===== config.mk =====
export PLATFORM = sky130hd
export DESIGN_NAME = pla_exhaustive_driver
export DESIGN_NICKNAME = d
export VERILOG_FILES = /design/src/rtl/pla_bench_pkg.sv /design/src/rtl/pla_sig_misr.sv /design/src/rtl/pla_exhaustive_driver.sv
export SDC_FILE = /design/constraint.sdc
export NUM_CORES = 1
export LEC_CHECK = 0
export BUFFER_PORTS_ARGS = -buffer_cell sky130_fd_sc_hd__buf_2
export CORE_MARGIN = 1.5
export CORE_UTILIZATION = 35
export DETAILED_ROUTE_END_ITERATION = 10
export GPL_TIMING_DRIVEN = 1
export PLACE_DENSITY = 0.62
export SETUP_SLACK_MARGIN = 0.1
export SLEW_MARGIN = 20
export SYNTH_ARGS = -nofsm -noshare
export SYNTH_HDL_FRONTEND = slang
export SYNTH_HIERARCHICAL = 1
export SYNTH_SLANG_ARGS = --single-unit

===== constraint.sdc =====
create_clock -name clk -period 3.5 [get_ports clk]
set_clock_uncertainty 0.05 [all_clocks]
set_input_delay 0.525 -clock clk [delete_from_list [all_inputs] [get_ports clk]]
set_output_delay 0.525 -clock clk [all_outputs]
set_load 0.02 [all_outputs]

===== src/rtl/pla_bench_pkg.sv =====
// Shared types and helpers for the PLA exhaustive stimulus/response driver.
// Holds the sequencer state encoding and the signature next-state function.
package pla_bench_pkg;

  localparam int          SIG_W_DEF = 16;
  localparam logic [15:0] POLY_DEF  = 16'h1021;

  typedef enum logic [1:0] {
    ST_IDLE = 2'd0,
    ST_HOLD = 2'd1,
    ST_LAST = 2'd2,
    ST_DONE = 2'd3
  } pla_state_e;

  // One shift of the serial-input signature register at the default width.
  function automatic logic [SIG_W_DEF-1:0] sig_next(
    input logic [SIG_W_DEF-1:0] sig,
    input logic                 bit_in,
    input logic [SIG_W_DEF-1:0] poly
  );
    logic fb;
    fb = sig[SIG_W_DEF-1] ^ bit_in;
    return {sig[SIG_W_DEF-2:0], 1'b0} ^ (poly & {SIG_W_DEF{fb}});
  endfunction

endpackage


===== src/rtl/pla_sig_misr.sv =====
// Serial-input signature register: compacts one response bit per enabled cycle.
// Clear has priority over enable so a new run always starts from zero.
module pla_sig_misr
  import pla_bench_pkg::*;
#(
  parameter int               SIG_W = SIG_W_DEF,
  parameter logic [SIG_W-1:0] POLY  = SIG_W'(POLY_DEF)
) (
  input  logic             clk,
  input  logic             rst_n,
  input  logic             clr,
  input  logic             en,
  input  logic             bit_in,
  output logic [SIG_W-1:0] sig
);

  logic [SIG_W-1:0] sig_r;
  logic             fb_s;

  // Feedback tap mixes the outgoing MSB with the incoming response bit.
  always_comb begin
    fb_s = sig_r[SIG_W-1] ^ bit_in;
  end

  // Signature state: clear on run start, shift on each sample edge.
  always_ff @(posedge clk or negedge rst_n) begin
    if (!rst_n) begin
      sig_r <= {SIG_W{1'b0}};
    end else if (clr) begin
      sig_r <= {SIG_W{1'b0}};
    end else if (en) begin
      sig_r <= {sig_r[SIG_W-2:0], 1'b0} ^ (POLY & {SIG_W{fb_s}});
    end else begin
      sig_r <= sig_r;
    end
  end

  assign sig = sig_r;

endmodule


===== src/rtl/pla_exhaustive_driver.sv =====
// Exhaustive driver for a single-output N_IN-input combinational function:
// walks every input vector, samples y_in after a settle window and compacts results.
module pla_exhaustive_driver
  import pla_bench_pkg::*;
#(
  parameter int               N_IN   = 8,
  parameter int               SETTLE = 2,
  parameter int               SIG_W  = SIG_W_DEF,
  parameter logic [SIG_W-1:0] POLY   = SIG_W'(POLY_DEF)
) (
  input  logic              clk,
  input  logic              rst_n,
  input  logic              start,
  input  logic              abort,
  output logic [N_IN-1:0]   x_out,
  input  logic              y_in,
  output logic              busy,
  output logic              done,
  output logic [N_IN:0]     ones_count,
  output logic              first_one_valid,
  output logic [N_IN-1:0]   first_one,
  output logic [SIG_W-1:0]  signature
);

  localparam int HOLD_W = (SETTLE > 1) ? $clog2(SETTLE) : 1;
  localparam logic [HOLD_W-1:0] HOLD_LAST = HOLD_W'(SETTLE - 1);

  pla_state_e        state_r;
  logic [N_IN-1:0]   vec_r;
  logic [HOLD_W-1:0] hold_r;
  logic              busy_r;
  logic              done_r;
  logic [N_IN:0]     ones_r;
  logic              first_valid_r;
  logic [N_IN-1:0]   first_r;

  logic              accept_s;
  logic              sample_s;
  logic              last_vec_s;

  // Decode run start and the sample edge; abort suppresses sampling while busy.
  always_comb begin
    accept_s   = 1'b0;
    sample_s   = 1'b0;
    last_vec_s = (vec_r == {N_IN{1'b1}});
    case (state_r)
      ST_IDLE, ST_DONE: accept_s = start;
      ST_HOLD:          sample_s = (hold_r == HOLD_LAST) && !abort;
      ST_LAST:          sample_s = 1'b0;
      default:          sample_s = 1'b0;
    endcase
  end

  // Sequencer, vector/hold counters and the count/first-minterm results.
  always_ff @(posedge clk or negedge rst_n) begin
    if (!rst_n) begin
      state_r       <= ST_IDLE;
      vec_r         <= {N_IN{1'b0}};
      hold_r        <= {HOLD_W{1'b0}};
      busy_r        <= 1'b0;
      done_r        <= 1'b0;
      ones_r        <= {(N_IN+1){1'b0}};
      first_valid_r <= 1'b0;
      first_r       <= {N_IN{1'b0}};
    end else begin
      done_r <= 1'b0;
      case (state_r)
        ST_IDLE, ST_DONE: begin
          if (accept_s) begin
            state_r       <= ST_HOLD;
            vec_r         <= {N_IN{1'b0}};
            hold_r        <= {HOLD_W{1'b0}};
            busy_r        <= 1'b1;
            ones_r        <= {(N_IN+1){1'b0}};
            first_valid_r <= 1'b0;
            first_r       <= {N_IN{1'b0}};
          end else begin
            state_r <= state_r;
          end
        end
        ST_HOLD: begin
          if (abort) begin
            state_r <= ST_IDLE;
            busy_r  <= 1'b0;
          end else if (sample_s) begin
            ones_r <= ones_r + {{N_IN{1'b0}}, y_in};
            if (y_in && !first_valid_r) begin
              first_r       <= vec_r;
              first_valid_r <= 1'b1;
            end else begin
              first_r       <= first_r;
            end
            // Leave on the final vector before any increment so vec never wraps.
            if (last_vec_s) begin
              state_r <= ST_LAST;
            end else begin
              vec_r  <= vec_r + {{(N_IN-1){1'b0}}, 1'b1};
              hold_r <= {HOLD_W{1'b0}};
            end
          end else begin
            hold_r <= hold_r + {{(HOLD_W-1){1'b0}}, 1'b1};
          end
        end
        ST_LAST: begin
          busy_r <= 1'b0;
          if (abort) begin
            state_r <= ST_IDLE;
          end else begin
            state_r <= ST_DONE;
            done_r  <= 1'b1;
          end
        end
        default: begin
          state_r <= ST_IDLE;
          busy_r  <= 1'b0;
        end
      endcase
    end
  end

  pla_sig_misr #(
    .SIG_W (SIG_W),
    .POLY  (POLY)
  ) u_misr (
    .clk    (clk),
    .rst_n  (rst_n),
    .clr    (accept_s),
    .en     (sample_s),
    .bit_in (y_in),
    .sig    (signature)
  );

  assign x_out           = vec_r;
  assign busy            = busy_r;
  assign done            = done_r;
  assign ones_count      = ones_r;
  assign first_one_valid = first_valid_r;
  assign first_one       = first_r;

endmodule


==> impl_results.md <==
- Status: finished, final reports clean
- Post-CTS sizing: 0
- Mapped cell area: roughly 2300 sq um
- Netlist cell types: 48
- Worst vdd rail ir drop: 226 uV
- CTS tree: yes
- DRC viols: 0
- Port bufs: 48
- Skew-Pair Late Insertion Delay: around 0.30 ns
- Critical path startpoint category: register
- Global routing's busiest layer: met2
- Area of placed instances: 2560 sq um
- M2 GR Usage: 0.216
- RSZ-0062 raised after global routing: no
- Average vias per placed instance: 5.27
- Post-Route WL: 4850 um
- Via Count: 1792
- WL/cell: 14.3 um
- Post-synthesis sequential area ratio: 0.515
- Fin util: 0.419
- Post-DP HPWL: roughly 3400 um
- Post-Syn Area per Cell: 10.6 sq um
- Post-synth EDFFs: 0
- LEAKAGE: around 1.3 nW
- Fin crit share: 0.713
- WS Path Type: reg2reg
- Largest stage delay, worst path: 0.65 ns
- Antenna viol nets, final: 0
- Non-filler cells, final: 340
- Met3 usage: 0.0346
- Ys async rst share: 1.00
- Initial core utilization: 0.361
- Yosys reg bits: 47
- Site row count: 29
- Crit-path cells: inv_1 -> ha_1 -> and2b_1 -> o21ai_2 -> o311ai_0 -> o41ai_1
- Share of layout cells above drive strength 1: 0.243
- Final hold slack: around 0.18 ns
- Die area: 7010 sq um
- Slew margin rel.: 0.446
- Number of global-route vias before repair: roughly 1600
- Worst Setup SP: state_r[1]$_DFFE_PN0P_
- N_diodes: 0
- Worst EP required: about 3.6 ns
- CTS H-tree lvls: 2
- Remaining Overflow, GRT: 0
- Reg2Reg Launch Point: state_r[1]$_DFFE_PN0P_
- Final Wtd Congestion: 0.705
- Clock Tree Buf Depth: 2
- Fin nets: 272
- Final setup fails: 0
- Width of the die: around 84 um
- Die H: 83.8 um
- Design Area, Final: 2650 sq um
- Post-CTS Setup Inserts: 0
- Largest net degree at the start of global routing: 48
- Number of cells on the worst reg-to-reg path: 6
- Area grow syn2layout: 16.0%
- Fin crit period: 2.49 ns
- Fin Setup TNS: 0 ns
- Worst-path clk slew: 0.08 ns
- Total global-route track usage: 0.147
- GR met1 Demand/Resource: 0.211
- IO Pins: 49
- First-pass GRT wire length: 8250 um
- Crit path max fanout: 23
- Clk sinks: 47
- First drt pass iteration count: 4
- CP Capture Type: register
- Worst path slowest cell: o21ai_2
- Synth warn: 6
- Power Density: 656 nW/um^2
- Clock root buffer: clkbuf_8
- Ys flop type: dfrtp_1
- Cts bufs inserted: 5
- Max Clk Rate: 401 MHz
- Hold_buf cts: 0
- FF-to-FF setup slack: approximately 1.0 ns
- Antenna violations before repair: 0
- Hold WC Path Type: in2async
- Synth Instances: 216
- Core area: 6310 sq um
- Initial DRC Count: 140
- Synth Net Count: around 230
- CP arrival: 2.64 ns
- # placed instances: 332
- Max-Cap Viols: 0
- Final-report hold violation count: 0
- Max-slew violations: 0
- Worst-margin pin slew: 0.831 ns
- RR Endpoint: ones_count[7]$_DFFE_PN0P_
-- registers in the layout, indices dropped and copies added (netlist names) --
register and cells:
first_one 8, done 1, state_r 2, first_one_valid 1
ones_count 9, u_misr/sig 16, x_out 8, busy 1
hold_r 1
-- per-layer routing --
layer / vias to the layer above / part of all wire / wire length, um
li1: 878 / - / -
met4: 0 / 0.017 / 80
met2: 38 / 0.45 / 2200
met5: - / 0 / 0
met3: 6 / 0.036 / 173
met1: 870 / 0.49 / 2390
-- logic make-up after synthesis --
logic type,synth area share
xor gates and xnor gates,0.00384
AOI/OAI and AO/OA,0.154
adders and majority gates,0.0274
muxes,0.0570
DFF,0.515
buffers and inverters,0.0378
and+or+nand+nor,0.205
-- cells in the final DEF (no fill, tap or decap), types with 3 or more instances in the layout --
| master | instances |
|---|---|
| dfrtp_1 | 47 |
| buf_2 | 47 |
| nor2_1 | 24 |
| nand2_1 | 19 |
| mux2i_1 | 13 |
| nand3_1 | 11 |
| a22o_1 | 9 |
| o21ai_0 | 8 |
| a21oi_1 | 8 |
| and3_1 | 5 |
| ha_1 | 5 |
| clkbuf_8 | 5 |
| inv_1 | 4 |
| or4b_1 | 4 |
| nor2b_1 | 3 |
| nand2b_1 | 3 |
| o41ai_1 | 3 |
| nand3b_1 | 3 |
| o221ai_1 | 3 |
| buf_4 | 3 |
-- Yosys cell counts, types with 2 or more instances --
cell type / instances / area share
mux2i_1: 13 / 0.057
buf_6: 2 / 0.0099
nor2_1: 24 / 0.039
inv_1: 4 / 0.0066
nand2_1: 19 / 0.031
buf_2: 3 / 0.0066
nor2b_1: 3 / 0.0082
a22o_1: 9 / 0.035
or4b_1: 4 / 0.018
and3_1: 5 / 0.014
o221ai_1: 3 / 0.012
a21oi_1: 8 / 0.018
buf_4: 2 / 0.0066
and3b_1: 2 / 0.0077
o41ai_1: 3 / 0.012
o31ai_1: 2 / 0.0066
and3_4: 2 / 0.0099
or2_2: 2 / 0.0055
o21ai_0: 8 / 0.018
dfrtp_1: 47 / 0.52
nand3_1: 11 / 0.024
clkbuf_1: 3 / 0.0049
o311ai_1: 2 / 0.0077
nand2b_1: 3 / 0.0082
ha_1: 5 / 0.027
nand4b_1: 2 / 0.0077
nand3b_1: 3 / 0.0099
a31oi_1: 2 / 0.0055
-- where the power goes --
group,leakage (nW),internal [mW],switching [mW]
registers,0.638,0.633,0.0840
logic,0.648,0.246,0.454
clock network,0.0422,0.140,0.176
total,1.33,1.02,0.715
-- per-stage QoR --
step	worst slack [ns]	total power, mW
floorplan	1.69	1.24
finish	1.01	1.73
global route	0.777	1.86
CTS	0.998	1.76
global placement	1.10	1.43
detailed placement	1.01	1.44
-- worst max-delay path by stage --
stage	endpoint	slack, ns
final	ones_count[7]$_DFFE_PN0P_	1.01
after global routing	ones_count[7]$_DFFE_PN0P_	0.78
after CTS	ones_count[7]$_DFFE_PN0P_	1.0
after detailed placement	ones_count[7]$_DFFE_PN0P_	1.01
after global placement	ones_count[7]$_DFFE_PN0P_	1.10
after floorplan	x_out[7]$_DFFE_PN0P_	1.69
-- critical path: cells and delay by family (launching register included) --
kind | cells | cell delay (ns)
AO/OA/AOI/OAI | 3 | 1.01
adder cells (fa/ha/maj) | 1 | 0.59
AND/OR/NAND/NOR | 1 | 0.28
flip-flops | 1 | 0.40
buffers and inverters | 1 | 0.06
-- area by class of cell --
cell class / instances / area (sq um)
Clock inverter: 1 / 5.00
Sequential cell: 47 / 1180
Inverter: 4 / 15.0
Clock buffer: 7 / 76.3
Fill cell: 636 / 3670
Tap cell: 77 / 96.3
Timing Repair Buffer: 50 / 258
Multi-Input combinational cell: 154 / 1020
No activity file was read; power rests on OpenSTA's default activity.
